## config.mk

```make
export PLATFORM = sky130hd
export DESIGN_NAME = reg_slice_rr_arbiter
export DESIGN_NICKNAME = d
export VERILOG_FILES = /design/src/rtl/reg_slice_rr_arbiter.sv
export SDC_FILE = /design/constraint.sdc
export NUM_CORES = 1
export LEC_CHECK = 0
export CORE_MARGIN = 8
export CORE_UTILIZATION = 49
export DETAILED_ROUTE_END_ITERATION = 10
export HOLD_SLACK_MARGIN = 0.1
export PLACE_DENSITY_LB_ADDON = 0.3
export SYNTH_ARGS = -nofsm -noshare
export SYNTH_HDL_FRONTEND = slang
export SYNTH_SLANG_ARGS = --single-unit
```

## constraint.sdc

```tcl
create_clock -name clk -period 4.3 [get_ports clk]
set_clock_uncertainty 0.05 [all_clocks]
set_input_delay 0.43 -clock clk [delete_from_list [all_inputs] [get_ports clk]]
set_output_delay 0.43 -clock clk [all_outputs]
set_load 0.005 [all_outputs]
```

## src/rtl/reg_slice_rr_arbiter.sv

```systemverilog
// Round-robin packet arbiter: locks onto one requester for a whole packet
// and feeds a 2-entry output slice that sustains one beat per cycle.
module reg_slice_rr_arbiter #(
  parameter int N  = 4,
  parameter int W  = 8,
  parameter int IW = 2
) (
  input  logic            clk,
  input  logic            rst_n,
  input  logic [N-1:0]    req_valid,
  input  logic [N*W-1:0]  req_data,
  input  logic [N-1:0]    req_last,
  output logic [N-1:0]    req_ready,
  output logic            out_valid,
  output logic [W-1:0]    out_data,
  output logic            out_last,
  output logic [IW-1:0]   out_id,
  input  logic            out_ready,
  output logic            busy
);

  // state | meaning
  // IDLE  | no grant; searching for the next requester from rr_ptr
  // LOCK  | grant g held until its last beat is accepted
  typedef enum logic {S_IDLE, S_LOCK} state_e;

  state_e               state_q, state_d;
  logic [IW-1:0]        g_q, g_d;
  logic [IW-1:0]        rr_ptr_q, rr_ptr_d;
  logic [1:0][W-1:0]    ent_data_q, ent_data_d;
  logic [1:0]           ent_last_q, ent_last_d;
  logic [1:0][IW-1:0]   ent_id_q, ent_id_d;
  logic [1:0]           ent_vld_q, ent_vld_d;
  logic                 wptr_q, wptr_d;
  logic                 rptr_q, rptr_d;

  logic                 found;
  logic [IW-1:0]        pick;
  logic [IW-1:0]        idx;
  logic [W-1:0]         sel_data;
  logic                 sel_valid;
  logic                 sel_last;
  logic                 has_space;
  logic                 wr_en;
  logic                 rd_en;

  // First valid requester at or above rr_ptr, wrapping past N-1.
  always_comb begin
    found = 1'b0;
    pick  = g_q;
    idx   = '0;
    for (int k = 0; k < N; k++) begin
      idx = IW'((int'(rr_ptr_q) + k) % N);
      if (!found && req_valid[idx]) begin
        found = 1'b1;
        pick  = idx;
      end
    end
  end

  always_comb begin
    sel_data = '0;
    for (int i = 0; i < N; i++) begin
      if (g_q == IW'(i)) sel_data = req_data[i*W +: W];
    end
  end

  assign sel_valid = req_valid[g_q];
  assign sel_last  = req_last[g_q];
  assign has_space = ~(&ent_vld_q);
  assign busy      = (state_q == S_LOCK);
  assign wr_en     = busy && sel_valid && has_space;
  assign out_valid = |ent_vld_q;
  assign rd_en     = out_valid && out_ready;
  assign out_data  = ent_data_q[rptr_q];
  assign out_last  = ent_last_q[rptr_q];
  assign out_id    = ent_id_q[rptr_q];

  always_comb begin
    req_ready = '0;
    if (busy) req_ready[g_q] = has_space;
  end

  always_comb begin
    state_d    = state_q;
    g_d        = g_q;
    rr_ptr_d   = rr_ptr_q;
    ent_data_d = ent_data_q;
    ent_last_d = ent_last_q;
    ent_id_d   = ent_id_q;
    ent_vld_d  = ent_vld_q;
    wptr_d     = wptr_q;
    rptr_d     = rptr_q;

    case (state_q)
      S_IDLE: begin
        if (found) begin
          g_d     = pick;
          state_d = S_LOCK;
        end
      end
      S_LOCK: begin
        if (wr_en && sel_last) begin
          state_d  = S_IDLE;
          rr_ptr_d = (g_q == IW'(N-1)) ? '0 : g_q + IW'(1);
        end
      end
      default: state_d = S_IDLE;
    endcase

    // Write never targets the read entry: full blocks writes, empty blocks reads.
    if (wr_en) begin
      ent_data_d[wptr_q] = sel_data;
      ent_last_d[wptr_q] = sel_last;
      ent_id_d[wptr_q]   = g_q;
      ent_vld_d[wptr_q]  = 1'b1;
      wptr_d             = ~wptr_q;
    end
    if (rd_en) begin
      ent_vld_d[rptr_q] = 1'b0;
      rptr_d            = ~rptr_q;
    end
  end

  always_ff @(posedge clk or negedge rst_n) begin
    if (!rst_n) begin
      state_q    <= S_IDLE;
      g_q        <= '0;
      rr_ptr_q   <= '0;
      ent_data_q <= '0;
      ent_last_q <= '0;
      ent_id_q   <= '0;
      ent_vld_q  <= '0;
      wptr_q     <= 1'b0;
      rptr_q     <= 1'b0;
    end else begin
      state_q    <= state_d;
      g_q        <= g_d;
      rr_ptr_q   <= rr_ptr_d;
      ent_data_q <= ent_data_d;
      ent_last_q <= ent_last_d;
      ent_id_q   <= ent_id_d;
      ent_vld_q  <= ent_vld_d;
      wptr_q     <= wptr_d;
      rptr_q     <= rptr_d;
    end
  end

endmodule

```

* Word-level counts from Yosys, hierarchy flattened
Index checks and enable logic that the tools add are counted.
W data, S select, Z words.
** Word-level totals
- Flip-flop bits (word level) :: 31
- Input port bits :: 43
- Logic and storage cells :: 105
** Operators by class
- Add/subtract/negate cells :: 4
- $lt $le $gt $ge :: 10
- Equal/unequal tests :: 3
- Muxes and demuxes :: 50
- Bitwise gates (word level) :: 8
- Reductions and logical operators :: 19
** Operator list (number)
- $mux W8 :: 7
- $mux W2 :: 10
- $mux W1 :: 17
- $bwmux W16 :: 1
- $lt A2 B3 Y1 const B :: 5
- $bmux W1 S2 :: 6
- $logic_and A1 B1 Y1 :: 10
- $demux W8 S1 :: 1
- $add A2 B1 Y2 const B :: 2
- $add A2 B2 Y2 const B :: 2
- $and A4 B4 Y4 :: 1
- $bwmux W4 :: 1
- $eq A2 B2 Y1 const B :: 2
- $lt A1 B2 Y1 const B :: 2
- $mux W4 :: 1
- $not A1 Y1 :: 4
- $reduce_and A2 Y1 :: 2
- $reduce_bool A4 Y1 :: 1
- $logic_not A1 Y1 :: 3
- $reduce_and A3 Y1 :: 1
- $and A2 B2 Y2 :: 1
- $bwmux W2 :: 1
- $demux W1 S1 :: 2
- $demux W1 S2 :: 1
- other kinds (9) :: 10

* Longest topological paths before layout
Gate-level depths: netlist of run 1.
- Depth after elaboration :: 14
- Mapped depth :: 7
- Gate-level depth less buffers :: 6

* Worst setup path before layout of run 1
OpenSTA, ideal clock, no wires.
- Kind :: reg2reg
- Start :: reg g_q[0]
- End :: reg ent_data_q[10] (netlist bit)
- Setup time :: 125 ps
- Arrival time :: 1747 ps
- Slack :: 2378 ps
- Cell stages (with the launch flop) :: 6
- Path buffers :: 1
- Cell sequence :: dfrtp_1 > mux4_1 > and3_4 > nand2_4 > buf_6 > mux2_2
** Between the ends
- Word-level cells in the longest chain between the ends :: 6
- Elaborated cells on any way between the ends :: 13
** RTL lines
- start, declared :: RTL line 28 : logic [IW-1:0] g_q, g_d;
- start signal, assigned :: RTL line 138 : g_q <= g_d;
- $logic_not A2 Y1 :: RTL line 64 : if (g_q == IW'(i)) sel_data = req_data[i*W +: W];
- $mux W8 (4 in series) :: RTL line 64
- $bwmux W16 :: RTL line 113 : ent_data_d[wptr_q] = sel_data;
- end signal, assigned :: RTL line 140 : ent_data_q <= ent_data_d;
- end, declared :: RTL line 30 : logic [1:0][W-1:0] ent_data_q, ent_data_d;
Parallel ways exist; a longest one is shown, timed or not. The select of a mux whose other input is x is not followed.
A chain may end at the register's enable or synchronous reset.

* Worst setup path after layout of run 1
- Start :: reg g_q[0]
- End :: out req_ready[2]
** Between the ends
- Word-level cells in the longest chain between the ends :: 6
- Elaborated cells on any way between the ends :: 7
** RTL lines
- $lt A2 B3 Y1 (not written as such) or $ge A2 B1 Y1 (tied branches) :: RTL line 81 : if (busy) req_ready[g_q] = has_space;
- $logic_and A1 B1 Y1 (not written as such) :: RTL line 81
- $mux W1 (not written as such) :: RTL line 81
- $demux W1 S2 * :: RTL line 81
- $and A4 B4 Y4 (no line) *
- $mux W4 * :: RTL line 81
- end, declared :: RTL line 13 : output logic [N-1:0] req_ready,
Every way passes the cells marked *; elsewhere a longest branch is shown, timed or not.

==> impl_results.md, run 1 <==
- Max-cap violation count: 0
- Yosys Warn Count: 0
- Final period util: 0.6355
- Met2 usage: 0.2819
- Leading area contributor after synthesis: dfrtp_1
- N_diodes: 0
- Placed Cells: 257
- First-pass GRT wire length: 7.721 mm
- Fmax: 365.9 MHz
- Critical path type: flop to output pin
- M1 GR Usage: 0.1828
- Vias: 1484
- Top cells by area, synth: dfrtp_1 (43%), mux2_2 (21%), nor2b_1 (3.5%)
- WP data arrival: 2.25 ns
- Post-CTS Resized: 0
- Horiz. Die Dim: 76.51 um
- Startpoint Class: flop
- GPL Wtd Cong: 0.8299
- Pre-CTS setup slack: 1.897 ns
- Area Growth Syn to Fin: 37.17%
- Most common cell after layout, fill and taps aside: clkdlybuf4s50_1
- Slew @ Worst Pin: 0.6552 ns
- GRT met3 Usage: 0.05778
- Worst Hold Class: input port to async pin
- Largest net degree at the start of global routing: 32
- Drt drc: 0
- Rows: 22
- Critical path required time: 3.82 ns
- Routed WL per cell: 17.68 um
- Commonest cells after routing, fill and taps aside: clkdlybuf4s50_1 (59), mux2_2 (34), dfrtp_1 (31)
- Global route overflow: 0
- Leak: 1.046 nW
- Clk Latency, worst-skew pair: 0.34 ns
- IO buf count: 59
- IO Pins: 60
- Clock sink count: 31
- Slew headroom: 0.5632
- DR iter-0 viols: 72
- Clock slew at reported path FFs: 0.09 ns
- Total track usage: 0.1642
- Setup violators final: 0
- # hold bufs at CTS: 0
- Final worst slack: 1.567 ns
- Mapped cell area: 0.001794 mm^2
- H-tree levels: 2
- Synthesized area per cell: 11.50 um^2
- #FFs+latches synth: 31
- Total Neg Setup Slack: 0 ns
- TritonCTS buffer count: 5
- Share of Yosys cell area claimed by the top area cell type: 0.4324
- Global routing's busiest layer: met2
- Max-slew violations: 0
- CTS tree: yes
- Register area share after synthesis: 0.4324
- Post-Layout Cell Count: 265
- Die H: 76.51 um
- Fin nets: 263
- Unrepaired setup endpoints after global routing: false
- Max clock buf depth: 2
- Vias per cell: 5.600
- Hold Fails Final Rpt: 0
- WL final: 4.684 mm
- Routed Antenna Nets: 0
- Final critical-path required period: 2.733 ns
- Netlist cell types: 29
- Layout cell share with drive strength beyond 1: 0.2120
- Die area: 0.005854 mm^2
- Dpl hpwl: 3.494 mm
- Post-Syn Nets: 203
- Max IR drop VDD: 0.0003627 V
- Vias in the first global route: 1558
- Post-Synthesis Cells: 156
- Worst Setup End Kind: output pin
- PwrDens: 704.3 mW/mm^2
- Initial Utilization: 0.5014
- Clock Tree Root: clkbuf_4
- Pre-Repair DR Iteration Count: 4
- Antenna violations before repair: 0
- # Post-CTS Setup Buffers: 0
- Core Footprint: 0.003578 mm^2
- Largest fanout on the critical path: 17
- Outcome: complete, no violations
## worst paths after layout
path / startpoint / end / slack [ns] / depth (start not counted)
hold reg to reg: ent_data_q[2]$_DFFE_PN0P_ / ent_data_q[2]$_DFFE_PN0P_ / 0.46 / 1
hold / removal: rst_n / rptr_q$_DFFE_PN0P_ / 0.43 / 2
setup / recovery: g_q[0]$_DFFE_PN0P_ / req_ready[2] / 1.57 / 4
min in group clk: ent_data_q[2]$_DFFE_PN0P_ / ent_data_q[2]$_DFFE_PN0P_ / 0.46 / 1
setup reg to reg: g_q[1]$_DFFE_PN0P_ / ent_data_q[15]$_DFFE_PN0P_ / 1.97 / 6
max in group asynchronous: rst_n / g_q[1]$_DFFE_PN0P_ / 3.48 / 2
## critical path: stages (launching register included)
cell and delay [ns]:
dfrtp_1 0.50, inv_1 0.16, ha_1 0.50, and3_1 0.25
clkdlybuf4s50_1 0.51
## power by group
group	switching [mW]	leakage [nW]	internal, mW
registers	0.128	0.377	0.437
logic	0.403	0.640	0.603
clock network	0.0992	0.0293	0.0636
## Yosys cell counts (all sizes together)
master / count
or2: 1
nor2: 4
nand2: 14
a32oi: 1
dfrtp: 31
o21a: 1
ha: 4
buf: 2
o21ai: 2
nor2b: 10
inv: 7
xor2: 1
nand2b: 3
a21oi: 8
and3: 5
a22o: 1
clkbuf: 5
o221ai: 1
mux2i: 2
a221oi: 7
mux4: 2
mux2: 35
o31ai: 7
o32ai: 1
xnor2: 1
## through the flow
stage                     hold WS [ns]  power, mW  instance area (um^2)    util
after floorplan                0.08441      1.194                  1794       -
after detailed placement        0.4387      1.575                  2411  0.6738
final                           0.4339      1.733                  2461  0.6878
after CTS                       0.4362      1.745                  2461  0.6878
after global placement          0.4311      1.527                  2411  0.6738
after global routing            0.4442      1.863                  2461  0.6878
## sequential cells by signal, indices dropped and copies added, names as in the netlist
register    cells
busy            1
ent_data_q     16
ent_id_q        4
ent_last_q      2
ent_vld_q       2
g_q             2
rptr_q          1
rr_ptr_q        2
wptr_q          1
## layout make-up
cell class                      instances  area [um^2]
Clock buffer                            7        45.04
Clock inverter                          1        5.005
Fill cell                             290         1117
Inverter                                7        26.28
Multi-Input combinational cell        111        950.9
Sequential cell                        31        775.7
Tap cell                               48        60.06
Timing Repair Buffer                   60        598.1
## layer usage
metal | up-vias | part of all wire
met5 | - | 0
met4 | 0 | 0.012
met3 | 6 | 0.060
met2 | 56 | 0.50
met1 | 734 | 0.42
li1 | 688 | -
## cell families after synthesis
group	count (synthesis)	synth area share
buffers and inverters	14	0.03766
xor gates and xnor gates	2	0.009765
and+or+nand+nor	37	0.1151
DFF	31	0.4324
AOI/OAI and AO/OA	29	0.1151
adders and majority gates	4	0.02790
muxes	39	0.2622
(Power assumes the default switching activity.)
==> inputs of run 2 (changes only) <==
- CORE_UTILIZATION: 49 -> 46
- clock period: 4.3 -> 2.7 ns (I/O delays scaled with it)
==> run 2 against run 1 <==
  * Total power is 65% higher
  * Utilization is 1.3 points lower
  * Setup slack worse by 1.3 ns
  * First-iteration DRC count is 8.3% lower
  * Critical path type unchanged
  * Largest cell class unchanged
==> impl_results.md, run 2 (synthesis gave the netlist of run 1 again) <==
- Final period util: 0.8918
- Max-slew violations: 0 (unchanged)
- Clk Latency, worst-skew pair: 0.28 ns (-0.06 ns)
- Max IR drop VDD: 0.0006503 V (+79%)
- Finished Cell Area: 0.002506 mm^2 (+1.8%)
- CP peak stage delay: 0.54 ns (+0.03 ns)
- Global route overflow: 0 (unchanged)
- Die H: 78.46 um (+2.5%)
- Critical path required time: 2.38 ns (-1.44 ns)
- Clock Tree Root: clkbuf_8
- Leak: 1.070 nW (+2.2%)
- PwrDens: 1144 mW/mm^2 (+63%)
- Max-cap violation count: 0 (unchanged)
- Startpoint Class: flop
- Worst Setup End Kind: output pin
- Most common cell after layout, fill and taps aside: clkdlybuf4s50_1
- GPL Wtd Cong: 0.8113 (-2.2%)
- Largest net degree at the start of global routing: 32 (unchanged)
- Cell Chain, Critical Path: ha_1 > and3_1 > clkdlybuf4s50_1
- Area Growth Syn to Fin: 39.68%
- Slew headroom: 0.5941 (+0.03095)
- Fmax: 415.3 MHz
- Routed WL per cell: 18.42 um (+4.2%)
- Post-Place Cell Area: 0.002434 mm^2 (+0.93%)
- Largest regs: ent_data_q x16, ent_id_q x4
- Hold Fails Final Rpt: 0 (unchanged)
- CTS tree: yes
- Drt drc: 0 (unchanged)
- Pre-CTS setup slack: 0.4468 ns (-1.450 ns)
- WP data arrival: 2.09 ns (-0.16 ns)
- Core Footprint: 0.003716 mm^2 (+3.8%)
- Slowest cell on the critical path: dfrtp_1
- Slew @ Worst Pin: 0.6088 ns (-0.04642 ns)
- Fin nets: 266 (+1.1%)
- Rows: 22 (unchanged)
- H-tree levels: 2 (unchanged)
- Clock sink count: 31 (unchanged)
- Vias: 1484 (unchanged)
- IO Pins: 60 (unchanged)
- Total design power: 2.868 mW (+65%)
- Horiz. Die Dim: 78.46 um (+2.5%)
- Commonest cells after routing, fill and taps aside: clkdlybuf4s50_1 (59), mux2_2 (34), dfrtp_1 (31)
- Unrepaired setup endpoints after global routing: false
- Largest fanout on the critical path: 11 (-6)
- Final worst slack: 0.2922 ns (-1.275 ns)
- # hold bufs at CTS: 0 (unchanged)
- # Post-CTS Setup Buffers: 0 (unchanged)
- Pre-Repair DR Iteration Count: 4 (unchanged)
- Setup violators final: 0 (unchanged)
- Dpl hpwl: 3.686 mm (+5.5%)
- Die area: 0.006155 mm^2 (+5.1%)
- TritonCTS buffer count: 5 (unchanged)
- Total track usage: 0.1667 (+0.002505)
- Most flop-heavy register: ent_data_q
- DR iter-0 viols: 66 (-8.3%)
- Routed Antenna Nets: 0 (unchanged)
- Clock slew at reported path FFs: 0.06 ns (-0.03 ns)
- Post-CTS Resized: 0 (unchanged)
- IO buf count: 59 (unchanged)
- Initial Utilization: 0.4828 (-0.01857)
- Total Neg Setup Slack: 0 ns (unchanged)
- WL final: 4.900 mm (+4.6%)
- First-pass GRT wire length: 8.224 mm (+6.5%)
- Max clock buf depth: 2 (unchanged)
- Final critical-path required period: 2.408 ns
- N_diodes: 0 (unchanged)
- Outcome: complete, no violations
- Largest register FFs: 16 (unchanged)
- Layout cell share with drive strength beyond 1: 0.2202 (+0.008202)
- Vias in the first global route: 1692 (+8.6%)
- Antenna violations before repair: 0 (unchanged)
- Critical path type: flop to output pin
- Worst Hold Class: input port to async pin
- Layout filler cell count: 296 (+2.1%)
- Vias per cell: 5.579 (-0.38%)
-- run 2: path summary, 6_finish.rpt --
kind / startpoint / to / slack (ns) / cells after the start
setup / recovery: g_q[0]$_DFFE_PN0P_ / req_ready[1] / 0.29 / 3
setup reg to reg: g_q[0]$_DFFE_PN0P_ / ent_data_q[3]$_DFFE_PN0P_ / 0.47 / 6
hold reg to reg: ent_last_q[1]$_DFFE_PN0P_ / ent_last_q[1]$_DFFE_PN0P_ / 0.45 / 1
min in group clk: ent_last_q[1]$_DFFE_PN0P_ / ent_last_q[1]$_DFFE_PN0P_ / 0.45 / 1
max in group asynchronous: rst_n / ent_last_q[1]$_DFFE_PN0P_ / 1.99 / 2
hold / removal: rst_n / ent_vld_q[1]$_DFF_PN0_ / 0.33 / 2
-- run 2: per-layer routing --
metal	GRT usage	part of all wire	vias to the layer above
met5	0	0	-
met4	0.06852	0.022	0
met3	0.05695	0.072	13
met2	0.2983	0.52	52
met1	0.1739	0.39	723
li1	-	-	696
-- run 2: report_power, final --
part,total (mW),internal (mW),leakage [nW],switching (mW)
combinational,1.64,0.982,0.656,0.659
clock,0.325,0.171,0.0371,0.154
sequential,0.902,0.698,0.377,0.204
-- run 2: through the flow --
step	util	instances	hold slack [ns]
after floorplan	-	156	-0.07559
after global placement	0.6549	260	0.4320
after detailed placement	0.6549	260	0.4396
after CTS	0.6744	266	0.3458
after global routing	0.6744	266	0.3787
final	0.6744	266	0.3300
-- run 2: cell type report --
type	count	area [um^2]	area share
inverters	7	26.28	0.01048
flip-flops and latches	31	775.7	0.3095
repair buffers	63	620.6	0.2476
multi-input cells	111	950.9	0.3794
clock buffers	6	72.57	0.02896
well taps	48	60.06	0.02396
-- run 2: critical path: cells and delay by family (launching register included) --
family | cells | cell delay, ns
adders and majority gates | 1 | 0.52
buffers and inverters | 1 | 0.51
DFF | 1 | 0.54
and+or+nand+nor | 1 | 0.24
==> inputs of run 3 (changes only) <==
- clock period: 2.7 -> 2.5 ns (I/O delays scaled with it)
==> run 3 against run 2 <==
  * Total power grew 11%
  * Worst hold slack worse by 0.016 ns
  * Final cell count is 0.75% higher
  * Register-to-register slack got worse by 0.17 ns
  * Critical endpoint unchanged
  * Critical path depth up 1
==> impl_results.md, run 3 (synthesis gave the netlist of run 1 again) <==
- Die area: 0.006155 mm^2 (unchanged)
- Switching part of the total power: 0.3485 (-0.005833)
- Clk pwr share: 0.133 (+0.020)
- Commonest cells after routing, fill and taps aside: clkdlybuf4s50_1 (59), mux2_2 (34), dfrtp_1 (31)
- TritonCTS buffer count: 5 (unchanged)
- Routed WL per cell: 17.66 um (-4.1%)
- # hold bufs at CTS: 0 (unchanged)
- Drt drc: 0 (unchanged)
- WL final: 4.734 mm (-3.4%)
- Max clock buf depth: 2 (unchanged)
- Clock Tree Root: clkbuf_8
- Most common cell after layout, fill and taps aside: clkdlybuf4s50_1
- RR Startpoint: g_q[1]$_DFFE_PN0P_
- Slowest cell on the critical path: clkdlybuf4s50_1
- Largest regs: ent_data_q x16, ent_id_q x4
- Post-CTS Resized: 0 (unchanged)
- DR iter-0 viols: 70 (+6.1%)
- Total Neg Setup Slack: 0 ns (unchanged)
- Critical path required time: 2.20 ns (-0.18 ns)
- Logic pwr share: 0.558 (-0.014)
- Util after Layout: 0.6818 (+0.007407)
- Pre-Repair DR Iteration Count: 4 (unchanged)
- Largest net degree at the start of global routing: 32 (unchanged)
- Horiz. Die Dim: 78.46 um (unchanged)
- Die H: 78.46 um (unchanged)
- Largest register FFs: 16 (unchanged)
- Antenna violations before repair: 0 (unchanged)
- N_diodes: 0 (unchanged)
- Clock slew at reported path FFs: 0.06 ns (about the same)
- Dpl hpwl: 3.625 mm (-1.6%)
- Worst Hold Class: input port to async pin
- Clock sink count: 31 (unchanged)
- First-pass GRT wire length: 7.721 mm (-6.1%)
- Final period util: 0.9447
- Worst Setup End Kind: output pin
- Max-slew violations: 0 (unchanged)
- IO buf count: 59 (unchanged)
- Sw Pwr: 1.107 mW (+9.0%)
- CP peak stage delay: 0.52 ns (-0.02 ns)
- Global routing's busiest layer: met2
- Slew @ Worst Pin: 0.6214 ns (+0.01263 ns)
- Part of the power in registers: 0.309 (-0.006)
- Startpoint Class: flop
- Initial Utilization: 0.4828 (unchanged)
- Rows: 22 (unchanged)
- Hold WS: 0.3138 ns (-0.01621 ns)
- Slew headroom: 0.5857 (-0.008417)
- Cell Chain, Critical Path: inv_1 > ha_1 > and3_1 > clkdlybuf4s50_1
- Vias: 1476 (-0.54%)
- Leak: 1.084 nW (+1.3%)
- # Post-CTS Setup Buffers: 0 (unchanged)
- Crit path max-delay family: buffers and inverters
- IO Pins: 60 (unchanged)
- Critical path type: flop to output pin
- Vias per cell: 5.507 (-1.3%)
- CTS tree: yes
- Total design power: 3.178 mW (+11%)
- Total track usage: 0.1580 (-0.008674)
- Max-cap violation count: 0 (unchanged)
- Pre-CTS setup slack: 0.2698 ns (-0.1769 ns)
- Outcome: complete, no violations
- Clk Latency, worst-skew pair: 0.28 ns (about the same)
- Setup violators final: 0 (unchanged)
- Most flop-heavy register: ent_data_q
- Largest fanout on the critical path: 11 (unchanged)
- Area Growth Syn to Fin: 41.21%
- Critical path origin: g_q[1]$_DFFE_PN0P_
- Hold Fails Final Rpt: 0 (unchanged)
- Global route overflow: 0 (unchanged)
- Unrepaired setup endpoints after global routing: false
- GPL Wtd Cong: 0.8088 (-0.31%)
- Final worst slack: 0.1383 ns (-0.1539 ns)
- M1 GR Usage: 0.1763 (+0.002407)
- WP data arrival: 2.06 ns (-0.03 ns)
- Internal: 2.070 mW (+12%)
- WP buf/inv: 2 (+1)
- Fmax: 423.4 MHz
- Vias in the first global route: 1549 (-8.5%)
- Met2 usage: 0.2726 (-0.02568)
- Layout cell share with drive strength beyond 1: 0.2273 (+0.007089)
- Core Footprint: 0.003716 mm^2 (unchanged)
- Fin nets: 266 (unchanged)
- GRT met3 Usage: 0.05695 (unchanged)
- Max IR drop VDD: 0.0006040 V (-7.1%)
- H-tree levels: 2 (unchanged)
- PwrDens: 1254 mW/mm^2 (+9.6%)
- Routed Antenna Nets: 0 (unchanged)
- Final critical-path required period: 2.362 ns
-- run 3: changes by cell type in the layout (fill, tap and decap cells not counted) --
cell,delta
clkbuf_8,+2
-- run 3: power groups by stage --
stage	clock (mW)	combinational, mW	sequential (mW)
2_1_floorplan	0	1.17	0.889
3_3_place_gp	0	1.72	0.958
3_5_place_dp	0	1.79	0.984
4_1_cts	0.433	1.80	0.977
5_1_grt	0.458	1.92	1.02
6_report	0.424	1.77	0.980
-- run 3: layer usage --
layer  up-vias  routed length [um]
li1        695                   -
met3         7                 327
met1       713                1943
met5         -                   0
met4         0                  51
met2        61                2412
-- run 3: path summary, 6_finish.rpt --
check / depth (start not counted) / endpoint / slack [ns]
min reg2reg: 1 / ent_data_q[9]$_DFFE_PN0P_ / 0.45
min: 2 / ent_data_q[3]$_DFFE_PN0P_ / 0.31
max: 4 / req_ready[1] / 0.14
max in group asynchronous: 2 / ent_data_q[6]$_DFFE_PN0P_ / 1.81
min in group clk: 1 / ent_data_q[9]$_DFFE_PN0P_ / 0.45
max reg2reg: 7 / ent_data_q[15]$_DFFE_PN0P_ / 0.30
-- run 3: layout make-up --
class / instances / area [um^2]
Tap cell: 48 / 60.06
Timing Repair Buffer: 63 / 620.6
Sequential cell: 31 / 775.7
Clock buffer: 8 / 100.1
Fill cell: 286 / 1182
Multi-Input combinational cell: 111 / 950.9
Inverter: 7 / 26.28
-- run 3: worst register-to-register path, cell delays in order, from the launching register on --
cell and delay [ns]:
dfrtp_1 0.47, inv_1 0.14, ha_1 0.44, nor2b_1 0.11, buf_4 0.18, a221oi_1 0.28, o31ai_1 0.15, mux2_2 0.28
-- run 3: stage by stage --
step	cells	cell area, um^2
3_5_place_dp	260	2434
4_1_cts	268	2534
3_3_place_gp	260	2434
2_1_floorplan	156	1794
6_report	268	2534
5_1_grt	268	2534
==> variant, RTL diff (settings of run 2) <==
`ent_data_q` no longer has a reset.
--- a/src/rtl/reg_slice_rr_arbiter.sv
+++ b/src/rtl/reg_slice_rr_arbiter.sv
@@ -127,7 +127,6 @@
       state_q    <= S_IDLE;
       g_q        <= '0;
       rr_ptr_q   <= '0;
-      ent_data_q <= '0;
       ent_last_q <= '0;
       ent_id_q   <= '0;
       ent_vld_q  <= '0;
@@ -137,7 +136,6 @@
       state_q    <= state_d;
       g_q        <= g_d;
       rr_ptr_q   <= rr_ptr_d;
-      ent_data_q <= ent_data_d;
       ent_last_q <= ent_last_d;
       ent_id_q   <= ent_id_d;
       ent_vld_q  <= ent_vld_d;
@@ -146,5 +144,9 @@
     end
   end
 
+  always_ff @(posedge clk) begin
+    ent_data_q <= ent_data_d;
+  end
+
 endmodule
 
Behaviour: differs if rst_n is asserted again (counterexample within 4 cycles, from zero or initial values and one cycle with rst_n low); with rst_n held inactive, the same outputs for 4 cycles.
==> variant against run 2 <==
Sequential cell count did not move. Non-clock buffer count down 3. Power shrank 1.4%. Routed wire length is 13% lower. Final area fell by 2.2%. Critical endpoint is now req_ready[2]. Clock power is 33% higher. Synthesized area shrank 5.1%. Setup slack got worse by 0.040 ns.
==> variant: results <==
{
  "final_nets": 253,
  "routed_wl_um": 4244,
  "slowest_stage": "clkdlybuf4s50_1",
  "pre_cts_ws_ns": 0.4689,
  "outcome": "finished clean",
  "syn_nets": 191,
  "met3_wirelength_um": 223,
  "clock_path_buffers": 2,
  "htreeDepth": 2,
  "clock_latency_ns": 0.28,
  "cts_buffers": 5,
  "cpPeakStageDelay_ns": 0.50,
  "seq_area_frac_synth": 0.5026,
  "drtPass1Iterations": 4,
  "critPathMaxFanout": 17,
  "antennaDiodeCount": 0,
  "wl_met1_um": 1805,
  "track_usage": 0.1481,
  "via_per_inst": 5.463,
  "cts_resized": 0,
  "drive_above_1_share": 0.1546,
  "port_buffers": 59,
  "fill_cells": 290,
  "synth_edf_count": 16,
  "top_layer": "met4",
  "min_path_type": "in -> async",
  "arrival_ns": 2.13,
  "postCtsSetupBuffers": 0,
  "slew_headroom": 0.5531,
  "ys_top_cells_by_area": "edfxtp_1, dfrtp_1, mux2_2",
  "gp_routability_congestion": 0.8290,
  "synth_commonest_cells": "edfxtp_1, dfrtp_1, nand2_1",
  "largestRegisters": "ent_data_q: 16 flops, ent_id_q: 4 flops",
  "drt-initial-drc-count": 60,
  "hpwl_um": 3394,
  "p_leak_uw": 0.0009719,
  "grt_pass1_vias": 1524,
  "wl_met2_um": 2141,
  "grt_pass1_wl_um": 7182,
  "cts_root_buf": "clkbuf_8",
  "synth.distinct_cells": 32,
  "async_reset_ff_frac": 0.4839,
  "clk_pin_slew_ns": 0.06,
  "ir_drop_v": 0.0006581,
  "grt_max_degree": 18
}
-- variant: cell count changes after synthesis, sizes merged, moves of 2 or more --
cell	before	now
buf	2	0
dfrtp	31	15
edfxtp	0	16
mux2	35	17
nand2	14	17
o21ai	2	6
-- variant: cell type report --
class,count,area (um^2),share of cell area
clock inverter,3,38.79,0.01583
clock buffer,5,68.82,0.02809
sequential,31,855.8,0.3493
timing repair buffer,60,598.1,0.2441
multi-input combinational,102,805.8,0.3289
tap,48,60.06,0.02451
inverter,6,22.52,0.009193
-- variant: per-layer routing --
| layer | vias up | global-route usage |
|---|---|---|
| met5 | - | 0 |
| li1 | 658 | - |
| met3 | 7 | 0.04545 |
| met2 | 43 | 0.2481 |
| met1 | 685 | 0.1727 |
| met4 | 0 | 0.05577 |
-- variant: cell families (layout without fill, tap and decap cells) --
| family | Yosys count | in the layout | share of synthesized area |
|---|---|---|---|
| simple gates | 43 | 43 | 0.1455 |
| fa+ha+maj | 4 | 4 | 0.02939 |
| flops | 31 | 31 | 0.5026 |
| compound gates | 33 | 33 | 0.1315 |
| buf+inv | 11 | 74 | 0.02425 |
| xor+xnor | 1 | 1 | 0.005144 |
| mux | 21 | 21 | 0.1616 |
-- variant: path summary, 6_finish.rpt --
check                               from       endpoint  slack, ns  cells past startpoint
setup reg to reg                  g_q[1]  ent_data_q[5]       0.44                      5
max in group asynchronous          rst_n    ent_id_q[3]       1.82                      1
hold reg to reg            ent_last_q[0]  ent_last_q[0]       0.46                      1
min in group clk           ent_last_q[0]  ent_last_q[0]       0.46                      1
hold / removal                     rst_n    ent_id_q[1]       0.35                      1
setup / recovery                  g_q[0]   req_ready[2]       0.25                      4
-- variant: where the power goes --
group / leakage [uW] / switching (uW) / internal, uW / total, uW
Sequential: 0.000329 / 184 / 804 / 988
Combinational: 0.000588 / 606 / 802 / 1410
Clock: 0.0000556 / 161 / 270 / 431
-- variant: critical path: cells and delay by family, from the launching register on --
kind                       cells  cell delay (ns)
and+or+nand+nor                1             0.23
adders and majority gates      1             0.48
buffers and inverters          2             0.66
DFF                            1             0.48
-- variant: through the flow --
| stage | util | std cells | area, um^2 | total power, uW |
|---|---|---|---|---|
| after CTS | 0.6794 | 255 | 2450 | 2853 |
| after detailed placement | 0.6495 | 247 | 2342 | 2412 |
| after global routing | 0.6794 | 255 | 2450 | 3025 |
| final | 0.6794 | 255 | 2450 | 2827 |
| after floorplan | - | 144 | 1703 | 1802 |
| after global placement | 0.6495 | 247 | 2342 | 2360 |
